File: config.mk
export PLATFORM = sky130hd
export DESIGN_NAME = j17_control_unit
export DESIGN_NICKNAME = d
export VERILOG_FILES = /design/src/rtl/j17_control_unit.sv
export SDC_FILE = /design/constraint.sdc
export NUM_CORES = 1
export LEC_CHECK = 0
export ABC_AREA = 1
export BUFFER_PORTS_ARGS = -buffer_cell sky130_fd_sc_hd__buf_2
export CORE_MARGIN = 10
export CORE_UTILIZATION = 45
export CTS_CLUSTER_DIAMETER = 150
export DETAILED_ROUTE_END_ITERATION = 10
export HOLD_SLACK_MARGIN = 0.08
export PLACE_DENSITY_LB_ADDON = 0.08
export SYNTH_ARGS = -nofsm -noshare
export SYNTH_HDL_FRONTEND = slang
export SYNTH_SLANG_ARGS = --single-unit
File: constraint.sdc
create_clock -name clock -period 2 [get_ports clock]
set_clock_uncertainty 0.2 [all_clocks]
set_input_delay 0.1 -clock clock [delete_from_list [all_inputs] [get_ports clock]]
set_output_delay 0.1 -clock clock [all_outputs]
set_load 0.01 [all_outputs]
File: src/rtl/j17_control_unit.sv
// Fetch/decode sequencer for the J17 core: drives the datapath control bundle and a one-cycle commit strobe.
// 3 cycles per plain instruction, 4 with a RAM/stack/indirect operand; FETCH waits indefinitely for instr_valid.
module j17_control_unit #(
  parameter int          IMEM_AW  = 10,
  parameter logic [4:0]  HALT_OPC = 5'd24
) (
  input  logic               clock,
  input  logic               reset_n,
  input  logic               run,
  input  logic [31:0]        pc,
  output logic               instr_req,
  output logic [IMEM_AW-1:0] instr_addr,
  input  logic               instr_valid,
  input  logic [31:0]        instr,
  output logic               step,
  output logic [4:0]         alucode,
  output logic [2:0]         op1,
  output logic [20:0]        op2,
  output logic               imControl,
  output logic               flag,
  output logic               flag1,
  output logic [2:0]         pcControl,
  output logic               writecode,
  output logic               regenable,
  output logic [1:0]         ramenable,
  output logic [1:0]         stackSelect,
  output logic               halted,
  output logic               illegal
);

  typedef enum logic [2:0] {
    S_IDLE, S_FETCH, S_DECODE, S_MEMWAIT, S_EXEC, S_HALT
  } state_t;

  state_t      state, next_state;
  logic [31:0] ir_q;
  logic        legal_q;

  logic [4:0]  opc;
  logic [4:0]  d_alu;
  logic [2:0]  d_pcc;
  logic        d_wc, d_reg, d_legal, d_ill;
  logic [1:0]  d_ram, d_stk;

  logic        unused_pc;
  assign unused_pc  = ^pc[31:IMEM_AW];
  assign instr_addr = pc[IMEM_AW-1:0];

  // Operand fields come straight from the instruction register; mode bits are masked for NOP-decoded words.
  assign op1       = ir_q[26:24];
  assign op2       = ir_q[20:0];
  assign imControl = ir_q[23] & legal_q;
  assign flag      = ir_q[22] & legal_q;
  assign flag1     = ir_q[21] & legal_q;

  assign opc = instr[31:27];

  always_comb begin
    d_alu   = 5'd0;
    d_pcc   = 3'd0;
    d_wc    = 1'b0;
    d_reg   = 1'b0;
    d_ram   = 2'b00;
    d_stk   = 2'b00;
    d_legal = (opc <= 5'd23) && (opc != HALT_OPC);
    d_ill   = (opc > 5'd23) && (opc != HALT_OPC);
    if (opc <= 5'd11) begin
      d_alu = opc;
      d_reg = 1'b1;
    end else begin
      case (opc) inside
        5'd12:          begin d_wc = 1'b1; d_reg = 1'b1; end
        [5'd13:5'd19]:  d_pcc = 3'(opc - 5'd12);
        5'd20:          begin d_ram = 2'b01; d_reg = 1'b1; end
        5'd21:          d_ram = 2'b10;
        5'd22:          d_stk = 2'b01;
        5'd23:          begin d_stk = 2'b10; d_reg = 1'b1; end
        default:        ;
      endcase
    end
  end

  always_comb begin
    next_state = state;
    case (state)
      S_IDLE:    if (run) next_state = S_FETCH;
      S_FETCH:   if (instr_valid) next_state = S_DECODE;
      S_DECODE: begin
        if (ir_q[31:27] == HALT_OPC)
          next_state = S_HALT;
        else if ((ramenable != 2'b00) || flag || flag1 || (stackSelect != 2'b00))
          next_state = S_MEMWAIT;
        else
          next_state = S_EXEC;
      end
      S_MEMWAIT: next_state = S_EXEC;
      // run is only honoured here, so an in-flight instruction always commits
      S_EXEC:    next_state = run ? S_FETCH : S_IDLE;
      S_HALT:    next_state = S_HALT;
      default:   next_state = S_IDLE;
    endcase
  end

  always_ff @(posedge clock or negedge reset_n) begin
    if (!reset_n) begin
      state       <= S_IDLE;
      instr_req   <= 1'b0;
      step        <= 1'b0;
      halted      <= 1'b0;
      illegal     <= 1'b0;
      ir_q        <= 32'd0;
      legal_q     <= 1'b0;
      alucode     <= 5'd0;
      pcControl   <= 3'd0;
      writecode   <= 1'b0;
      regenable   <= 1'b0;
      ramenable   <= 2'b00;
      stackSelect <= 2'b00;
    end else begin
      state     <= next_state;
      instr_req <= (next_state == S_FETCH);
      step      <= (next_state == S_EXEC);
      halted    <= (next_state == S_HALT);
      if (state == S_FETCH && instr_valid) begin
        ir_q        <= instr;
        legal_q     <= d_legal;
        alucode     <= d_alu;
        pcControl   <= d_pcc;
        writecode   <= d_wc;
        regenable   <= d_reg;
        ramenable   <= d_ram;
        stackSelect <= d_stk;
        if (d_ill) illegal <= 1'b1;
      end else if (next_state == S_IDLE) begin
        ir_q        <= 32'd0;
        legal_q     <= 1'b0;
        alucode     <= 5'd0;
        pcControl   <= 3'd0;
        writecode   <= 1'b0;
        regenable   <= 1'b0;
        ramenable   <= 2'b00;
        stackSelect <= 2'b00;
      end
    end
  end

endmodule

# Yosys cells after proc, flatten, opt, wreduce, memory -nomap -nowiden
# Index checks and enable logic that the tools add are counted.
[totals]
register_bits = 54
latchBits = 0
mem_bits_rw = 0
romBits = 0
input_bits = 68
out_inout_bits = 55
elab_cells = 94
mem_count = 0
[classes]
add_sub_neg = 1
multipliers = 0
div_mod_pow = 0
order_cmp = 5
n_eq_ne = 15
n_shift = 0
muxes = 44
n_bitwise = 3
reduce_logical = 13
[ops]
columns = ["cell", "count"]
rows = [
  ["32-bit 2-to-1 mux", 2],
  ["2-bit 2-to-1 mux", 15],
  ["3-bit 2-to-1 mux", 9],
  ["5-bit == test, second input constant", 5],
  ["3-bit one-hot mux with 6 select lines", 1],
  ["5-bit 2-to-1 mux", 3],
  ["1-bit 2-to-1 mux", 14],
  ["3-bit == test, second input constant", 4],
  ["5-bit <= comparator, second input constant", 2],
  ["3-bit by 1-bit == test with 1-bit output, second input constant", 2],
  ["3-bit by 2-bit == test with 1-bit output, second input constant", 2],
  ["3-bit zero test", 2],
  ["2-bit nonzero test", 3],
  ["5-bit by 4-bit == test with 1-bit output, second input constant", 1],
  ["5-bit by 4-bit greater-or-equal comparator with 1-bit output, second input constant", 1],
  ["5-bit > comparator, second input constant", 1],
  ["5-bit by 4-bit <= comparator with 1-bit output, second input constant", 1],
  ["5-bit inequality test, second input constant", 1],
  ["1-bit logical AND", 4],
  ["1-bit bitwise AND", 3],
  ["1-bit logical OR", 3],
  ["3-bit subtractor, second input constant", 1],
  ["2-bit AND reduction", 1],
]

# Logic depth before layout (Yosys ltp)
# Gate-level depths: netlist of run 1.
[logic_depth]
word_depth = 10
mapped_depth = 12
depth_no_buf = 10

# Worst setup path before layout of run 1
# OpenSTA, ideal clock, no wires.
[synth_path]
path_kind = "register -> register"
start = "register ramenable[1]"
end = "register ir_q[14]"
setup_ps = 117
arrival_ps = 1401
t_required_ps = 1683
slack_ps = 282
stages_incl_launch_ff = 13
path_buffers = 2
period_less_slack_ps = 1718
path_cell_list = "dfrtp_1 -> nor2_1 -> nand2_1 -> nor2_1 -> nand2_1 -> nand2_1 -> nand2_2 -> nor2_2 -> nand2_2 -> buf_6 -> buf_6 -> nand3_2 -> nand2_1"
[synth_between]
elab_chain_cells = 9
[synth_lines]
columns = ["element", "line", "rtl"]
rows = [
  ["start: declaration", "25", "output logic [1:0] ramenable,"],
  ["start signal: assignment", "131", "ramenable <= d_ram;"],
  ["2-bit nonzero test", "91", "else if ((ramenable != 2'b00) || flag || flag1 || (stackSelect != 2'b00))"],
  ["1-bit logical OR (3 in series)", "91", ""],
  ["3-bit 2-to-1 mux", "91", ""],
  ["3-bit 2-to-1 mux", "89", "if (ir_q[31:27] == HALT_OPC)"],
  ["3-bit one-hot mux with 6 select lines", "85", "case (state)"],
  ["via next_state[0]", "35", "state_t state, next_state;"],
  ["3-bit zero test", "134", "end else if (next_state == S_IDLE) begin"],
  ["2-bit nonzero test (no line)", "-", ""],
  ["end signal: assignment", "125", "ir_q <= instr;"],
  ["end: declaration", "36", "logic [31:0] ir_q;"],
]
# The timed path passes the listed nets, and every way through them passes these cells.
# A chain may end at the register's enable or synchronous reset.

# Worst setup path after layout of run 1
[layout_path]
start = "register legal_q"
end = "register stackSelect[1]"
[layout_between]
elab_chain_cells = 9
elab_cells_between_ends = 10
classes_between = "mux (3); bitwise (2); reduce/logical (5)"
[layout_lines]
columns = ["element", "line", "rtl"]
rows = [
  ["start: declaration", "37", "logic legal_q;"],
  ["start signal: assignment", "126", "legal_q <= d_legal;"],
  ["1-bit bitwise AND", "53", "assign flag = ir_q[22] & legal_q;"],
  ["1-bit logical OR", "91", ""],
  ["1-bit logical OR (*) (2 in series)", "91", ""],
  ["3-bit 2-to-1 mux (*)", "91", ""],
  ["3-bit 2-to-1 mux (*)", "89", ""],
  ["3-bit one-hot mux with 6 select lines (*)", "85", ""],
  ["via next_state[0]", "35", ""],
  ["3-bit zero test (*)", "134", ""],
  ["2-bit nonzero test (no line) (*)", "-", ""],
  ["end signal: assignment", "132", "stackSelect <= d_stk;"],
  ["end: declaration", "26", "output logic [1:0] stackSelect,"],
]
# Mark *: on every way through the listed nets, which the timed path passes. The rest lies on a longest branch.

==> results of run 1 <==
worst min-delay path: cells and delay by family:
kind     cells  cell delay (ns)
buf+inv      3             1.15
worst max-delay path by stage:
stage / from / endpoint / cells after the start
finish: legal_q$_DFFE_PN0P_ / stackSelect[1]$_DFFE_PN0P_ / 11
global route: ramenable[1]$_DFFE_PN0P_ / legal_q$_DFFE_PN0P_ / 11
CTS: ramenable[1]$_DFFE_PN0P_ / ir_q[10]$_DFFE_PN0P_ / 11
detailed placement: stackSelect[0]$_DFFE_PN0P_ / ir_q[10]$_DFFE_PN0P_ / 11
global placement: stackSelect[1]$_DFFE_PN0P_ / ir_q[6]$_DFFE_PN0P_ / 11
floorplan: ramenable[1]$_DFFE_PN0P_ / ir_q[14]$_DFFE_PN0P_ / 12
layout by cell type, fill, tap and decap left out, types with 2 or more instances in the layout:
cell	n
buf_12	2
buf_2	80
buf_4	6
clkbuf_8	6
dfrtp_1	54
dlygate4sd3_1	45
inv_1	12
inv_2	3
nand2_1	99
nand2_2	4
nand3_1	27
nand3_2	31
nor2_1	13
nor2_2	5
nor3_1	2
or3_1	2
per-layer routing:
layer / vias to the layer above / share of wire, %
li1: 1135 / -
met1: 1045 / 43
met2: 68 / 50
met3: 2 / 6.6
met4: 0 / 0.42
met5: - / 0
kinds of logic (layout without fill, tap and decap cells):
group	count (synthesis)	in the layout
simple gates	185	185
buf+inv	63	157
flops	54	54
compound gates	6	6
through the flow:
step	cells	util, %
2_1_floorplan	308	-
5_1_grt	477	59.7
6_report	477	59.7
4_1_cts	477	59.5
3_3_place_gp	424	50.4
3_5_place_dp	424	50.4
cell usage after synthesis (2+ instances only):
cell      instances
buf_6             4
nand2_1         100
nand2_2           3
buf_4            34
inv_1            12
clkbuf_1          4
nor2_1           15
nor3_1            2
nand3_2          31
nand3_1          27
buf_2             5
dfrtp_1          54
inv_2             3
or3_1             2
nor2_2            3
power by group through the flow:
stage          logic [µW]  clock network, µW  registers [µW]
2_1_floorplan        1660                  0            1780
3_3_place_gp         2050                  0            1750
3_5_place_dp         2070                  0            1780
4_1_cts              2150                656            1750
5_1_grt              2370                682            1810
6_report             2110                622            1750
area by class of cell:
cell class                 instances  area, µm²
tap                               75       93.8
timing repair buffer             134        947
fill                             558       2380
sequential                        54       1350
clock inverter                     1       5.00
clock buffer                       7       86.3
inverter                          15       56.3
multi-input combinational        191        996
flip-flops by register name (all words and copies together), names as in the netlist:
signal and cells:
pcControl 3, ramenable 2, state 3, stackSelect 2
illegal 1, regenable 1, ir_q 32, step 1
legal_q 1, halted 1, instr_req 1, alucode 5
writecode 1
what timing repair did:
| item | CTS | global route |
|---|---|---|
| endpoints found under the hold margin | 112 | 0 |
| hold buffers | 45 | 0 |
| resized for setup | 0 | 4 |
| endpoints found under the setup margin | 0 | 12 |
| setup buffers | 0 | 0 |
==> results.yml, run 1 <==
outcome:
  status: "completed"
drt:
  routed_wl_um: 6930
  post_drt_via_cell_ratio: 4.72
  vias: 2250
  drt-initial-drc-count: 59
  drc_errors: 0
  wire_per_inst_um: 14.5
  drtAntennaViolNets: 0
  first_pass_iters: 4
floorplanning:
  die_x_um: 98.0
  initial_utilization_pct: 46.3
  die-area_um2: 9610
  placement_rows: 28
  die_h_um: 98.0
  core-area_um2: 5920
  pin_count: 123
global_routing:
  grt.total_usage_pct: 14.1
  grt_use_met3_pct: 4.72
  antenna_found_initial: 0
  grt_use_met2_pct: 23.6
  grt_max_degree: 55
  busiest_layer: "met2"
  gr-usage-met1_pct: 17.0
  grt_pass1_wl_um: 11600
  grt_pass1_vias: 2261
  grt.overflow.total: 0
timing:
  finalHoldViolCount: 0
  fin_crit_ns: 1.78
  tightest_slew_ns: 0.693
  hold_slack_ns: 0.243
  setup_tns_ns: 0
  slew_headroom_pct: 53.8
  rsz0062_at_grt: "false"
  max_freq_mhz: 562
  finalMaxSlewViolations: 0
  period_share_pct: 89.0
  setup_slack_ns: 0.221
  setup_viol: 0
setup_path:
  path_class: "flop to flop"
  worstReg2RegEnd: "stackSelect[1]$_DFFE_PN0P_"
  cp_top_family: "simple AND/OR/NAND/NOR gates"
  arrival_ns: 1.77
  worstPathCellList: "nand2_1 -> nand2_1 -> nor2_1 -> nand2_1 -> nand2_1 -> nand2_2 -> nor2_2 -> nand2_2 -> buf_12 -> nand3_1 -> nand2_1"
  cp.required_ns: 1.99
  critPathCaptureType: "flop"
  rr_startpoint: "legal_q$_DFFE_PN0P_"
  ff2ff_path_depth: 11
  cp_num_buf_inv: 1
  crit_top_cell: "nand2_1"
  slowest_delay_ns: 0.43
  critPathLaunchType: "flop"
  r2r_setup_slack_ns: 0.22
  cp_slowest_cell: "dfrtp_1"
  critPathMaxFanout: 19
synthesis:
  synth_fp_nets: 376
  synth_top_flop_cell: "dfrtp_1"
  synthAdderAreaFrac_pct: 0
  synth_xor_area_share_pct: 0
  async_reset_ff_share_pct: 100
  synth_compound_area_share_pct: 1.42
  avgSynthCellArea_um2: 8.90
  synth_cell_type_count: 24
  synth-edff-count: 0
  synth_area_um2: 2740
  synth_mux_area_share_pct: 0
  yosysSeqAreaShare_pct: 49.3
  yosys.area_share.simple_pct: 34.7
  netlist_instances: 308
  synth_area_leader_cell: "dfrtp_1"
  synth_warnings: 0
  synth_top_family_by_area: "simple AND/OR/NAND/NOR gates"
  yosys-top-cells-area: "dfrtp_1, nand2_1, nand3_2"
  ys_seq_elements: 54
  synth_top_cell_area_share_pct: 49.3
clock_network:
  cts.sinks: 54
  root_buffer: "clkbuf_8"
  tritoncts: "yes"
  h-tree-depth: 2
  clockBufferDepth: 2
  clk_pin_slew_ns: 0.10
  numCtsBuffers: 5
  clk_latency_ns: 0.30
pwr:
  p_total_uw: 4490
  power_density_nw_per_um2: 1270
  clkPwrFrac_pct: 13.9
  power.switching_fraction_pct: 41.6
  p_switching_uw: 1870
  internal-power_uw: 2620
  pwr-share-comb_pct: 47.1
  power_frac_seq_pct: 39.1
  leakage_uw: 0.00200
  peakVddDrop_mv: 0.686
place:
  placed_cell_area_um2: 2980
  dp_hpwl_um: 4490
  place_worst_setup_slack_ns: 0.193
  place_congestion: 0.766
  port_buffers: 80
layout:
  area.growth.synth_to_final_pct: 29.0
  drive_above_1_share_pct: 34.6
  stdcell_area_um2: 3540
  antennaDiodeCount: 0
  nets: 469
worst_hold_path:
  min_path_type: "input port to async pin"
run:
  maxCapViolCount: 0
Power figures use the tool's default switching activity.
==> run 2, diff against run 1 <==
- PLACE_DENSITY: not set -> 0.73
- PLACE_DENSITY_LB_ADDON: 0.08 -> not set
==> results.yml, run 2 (same netlist as run 1, synthesis figures left out) <==
layout:
  drive_above_1_share_pct: 34.2
  largest_register_ffs: 32
  nets: 470
  antennaDiodeCount: 0
  top_register: "ir_q"
  final_cell_mix: "nand2_1, buf_2, dfrtp_1"
  area.growth.synth_to_final_pct: 28.7
  final_core_util_pct: 59.6
  top_regs: "ir_q x32, alucode x5"
  stdcell_area_um2: 3530
  final_common_cell: "nand2_1"
place:
  place_congestion: 0.805
  port_buffers: 80
  dp_hpwl_um: 4650
  placed_cell_area_um2: 2970
clock_network:
  numCtsBuffers: 5
  cts.sinks: 54
  h-tree-depth: 2
  root_buffer: "clkbuf_8"
  clk_latency_ns: 0.30
  cts_setup_buffers: 0
  clk_pin_slew_ns: 0.09
  clockBufferDepth: 2
  tritoncts: "yes"
floorplanning:
  die-area_um2: 9610
  initial_utilization_pct: 46.3
  pin_count: 123
  die_x_um: 98.0
  die_h_um: 98.0
  placement_rows: 28
  core-area_um2: 5920
setup_path:
  path_class: "flop to flop"
  critPathCaptureType: "flop"
  critPathMaxFanout: 8
  rr_startpoint: "state[1]$_DFF_PN0_"
  crit_top_cell: "nand2_1"
  cp_slowest_cell: "dlygate4sd3_1"
  cp.required_ns: 2.05
  arrival_ns: 1.92
  slowest_delay_ns: 0.56
  worstPathCellList: "nor2_2 -> nand3_2 -> inv_2 -> nand2_1 -> dlygate4sd3_1 -> nand2_1"
  cp-startpoint: "state[1]$_DFF_PN0_"
  critPathLaunchType: "flop"
global_routing:
  grt.total_usage_pct: 14.4
  antenna_found_initial: 0
  grt_pass1_vias: 2431
  grt_max_degree: 55
  grt_pass1_wl_um: 11800
  grt.overflow.total: 0
worst_hold_path:
  min_path_type: "input port to async pin"
drt:
  drt-initial-drc-count: 59
  wire_per_inst_um: 14.4
  routed_wl_um: 6880
  first_pass_iters: 4
  post_drt_via_cell_ratio: 4.84
  drtAntennaViolNets: 0
  drc_errors: 0
  vias: 2313
timing:
  rsz0062_at_grt: "false"
  period_share_pct: 93.3
  setup_tns_ns: 0
  setup_viol: 0
  finalMaxSlewViolations: 0
  finalHoldViolCount: 0
  max_freq_mhz: 536
  tightest_slew_ns: 0.694
  slew_headroom_pct: 53.8
  hold_slack_ns: 0.238
  fin_crit_ns: 1.87
pwr:
  power_density_nw_per_um2: 1260
  peakVddDrop_mv: 0.840
  leakage_uw: 0.00200
outcome:
  status: "completed"
run:
  maxCapViolCount: 0
run 2: cell count changes in the layout (fill, tap and decap cells not counted), sizes merged:
cell	delta
dlygate4sd3	+1
run 2: area by class of cell:
cell class                 count  area (µm²)
sequential                    54        1350
clock buffer                   7        86.3
multi-input combinational    191         993
timing repair buffer         135         941
fill                         544        2390
tap                           75        93.8
inverter                      15        56.3
clock inverter                 1        5.00
run 2: per-stage QoR:
step                setup WS, ns  power, µW  std cells
finish                     0.133       4430        478
global route              0.0206       4800        478
CTS                        0.130       4490        478
detailed placement         0.167       3780        424
global placement           0.237       3710        424
floorplan                  0.282       3440        308
run 2: power by group:
group          internal [µW]  switching, µW
clock                    280            336
sequential              1500            254
combinational            783           1270
run 2: worst max-delay path, delay by kind of cell, from the launching register on:
family,cells,cell delay (ns)
flops,1,0.42
buf+inv,2,0.72
simple gates,4,0.48
run 2: worst paths after layout:
| path | to | depth (start not counted) | slack (ns) |
|---|---|---|---|
| max in group asynchronous | ir_q[11]$_DFFE_PN0P_ | 3 | 0.88 |
| hold / removal | regenable$_DFFE_PN0P_ | 3 | 0.24 |
| hold reg to reg | illegal$_DFFE_PN0P_ | 1 | 0.28 |
| setup / recovery | ir_q[31]$_DFFE_PN0P_ | 6 | 0.13 |
| setup reg to reg | ir_q[31]$_DFFE_PN0P_ | 6 | 0.13 |
| min in group clock | illegal$_DFFE_PN0P_ | 1 | 0.28 |
run 2: repair_timing:
action                                 CTS  global route
gates resized for setup                  0             2
hold buffers                            46             0
endpoints found under the hold margin  114             0
setup endpoints to repair                0            13
run 2: per-layer routing:
layer | track usage [%] | wire [µm]
met1 | 16.0 | 2820
met2 | 25.1 | 3440
met3 | 5.14 | 538
met4 | 4.36 | 73
met5 | 0 | 0
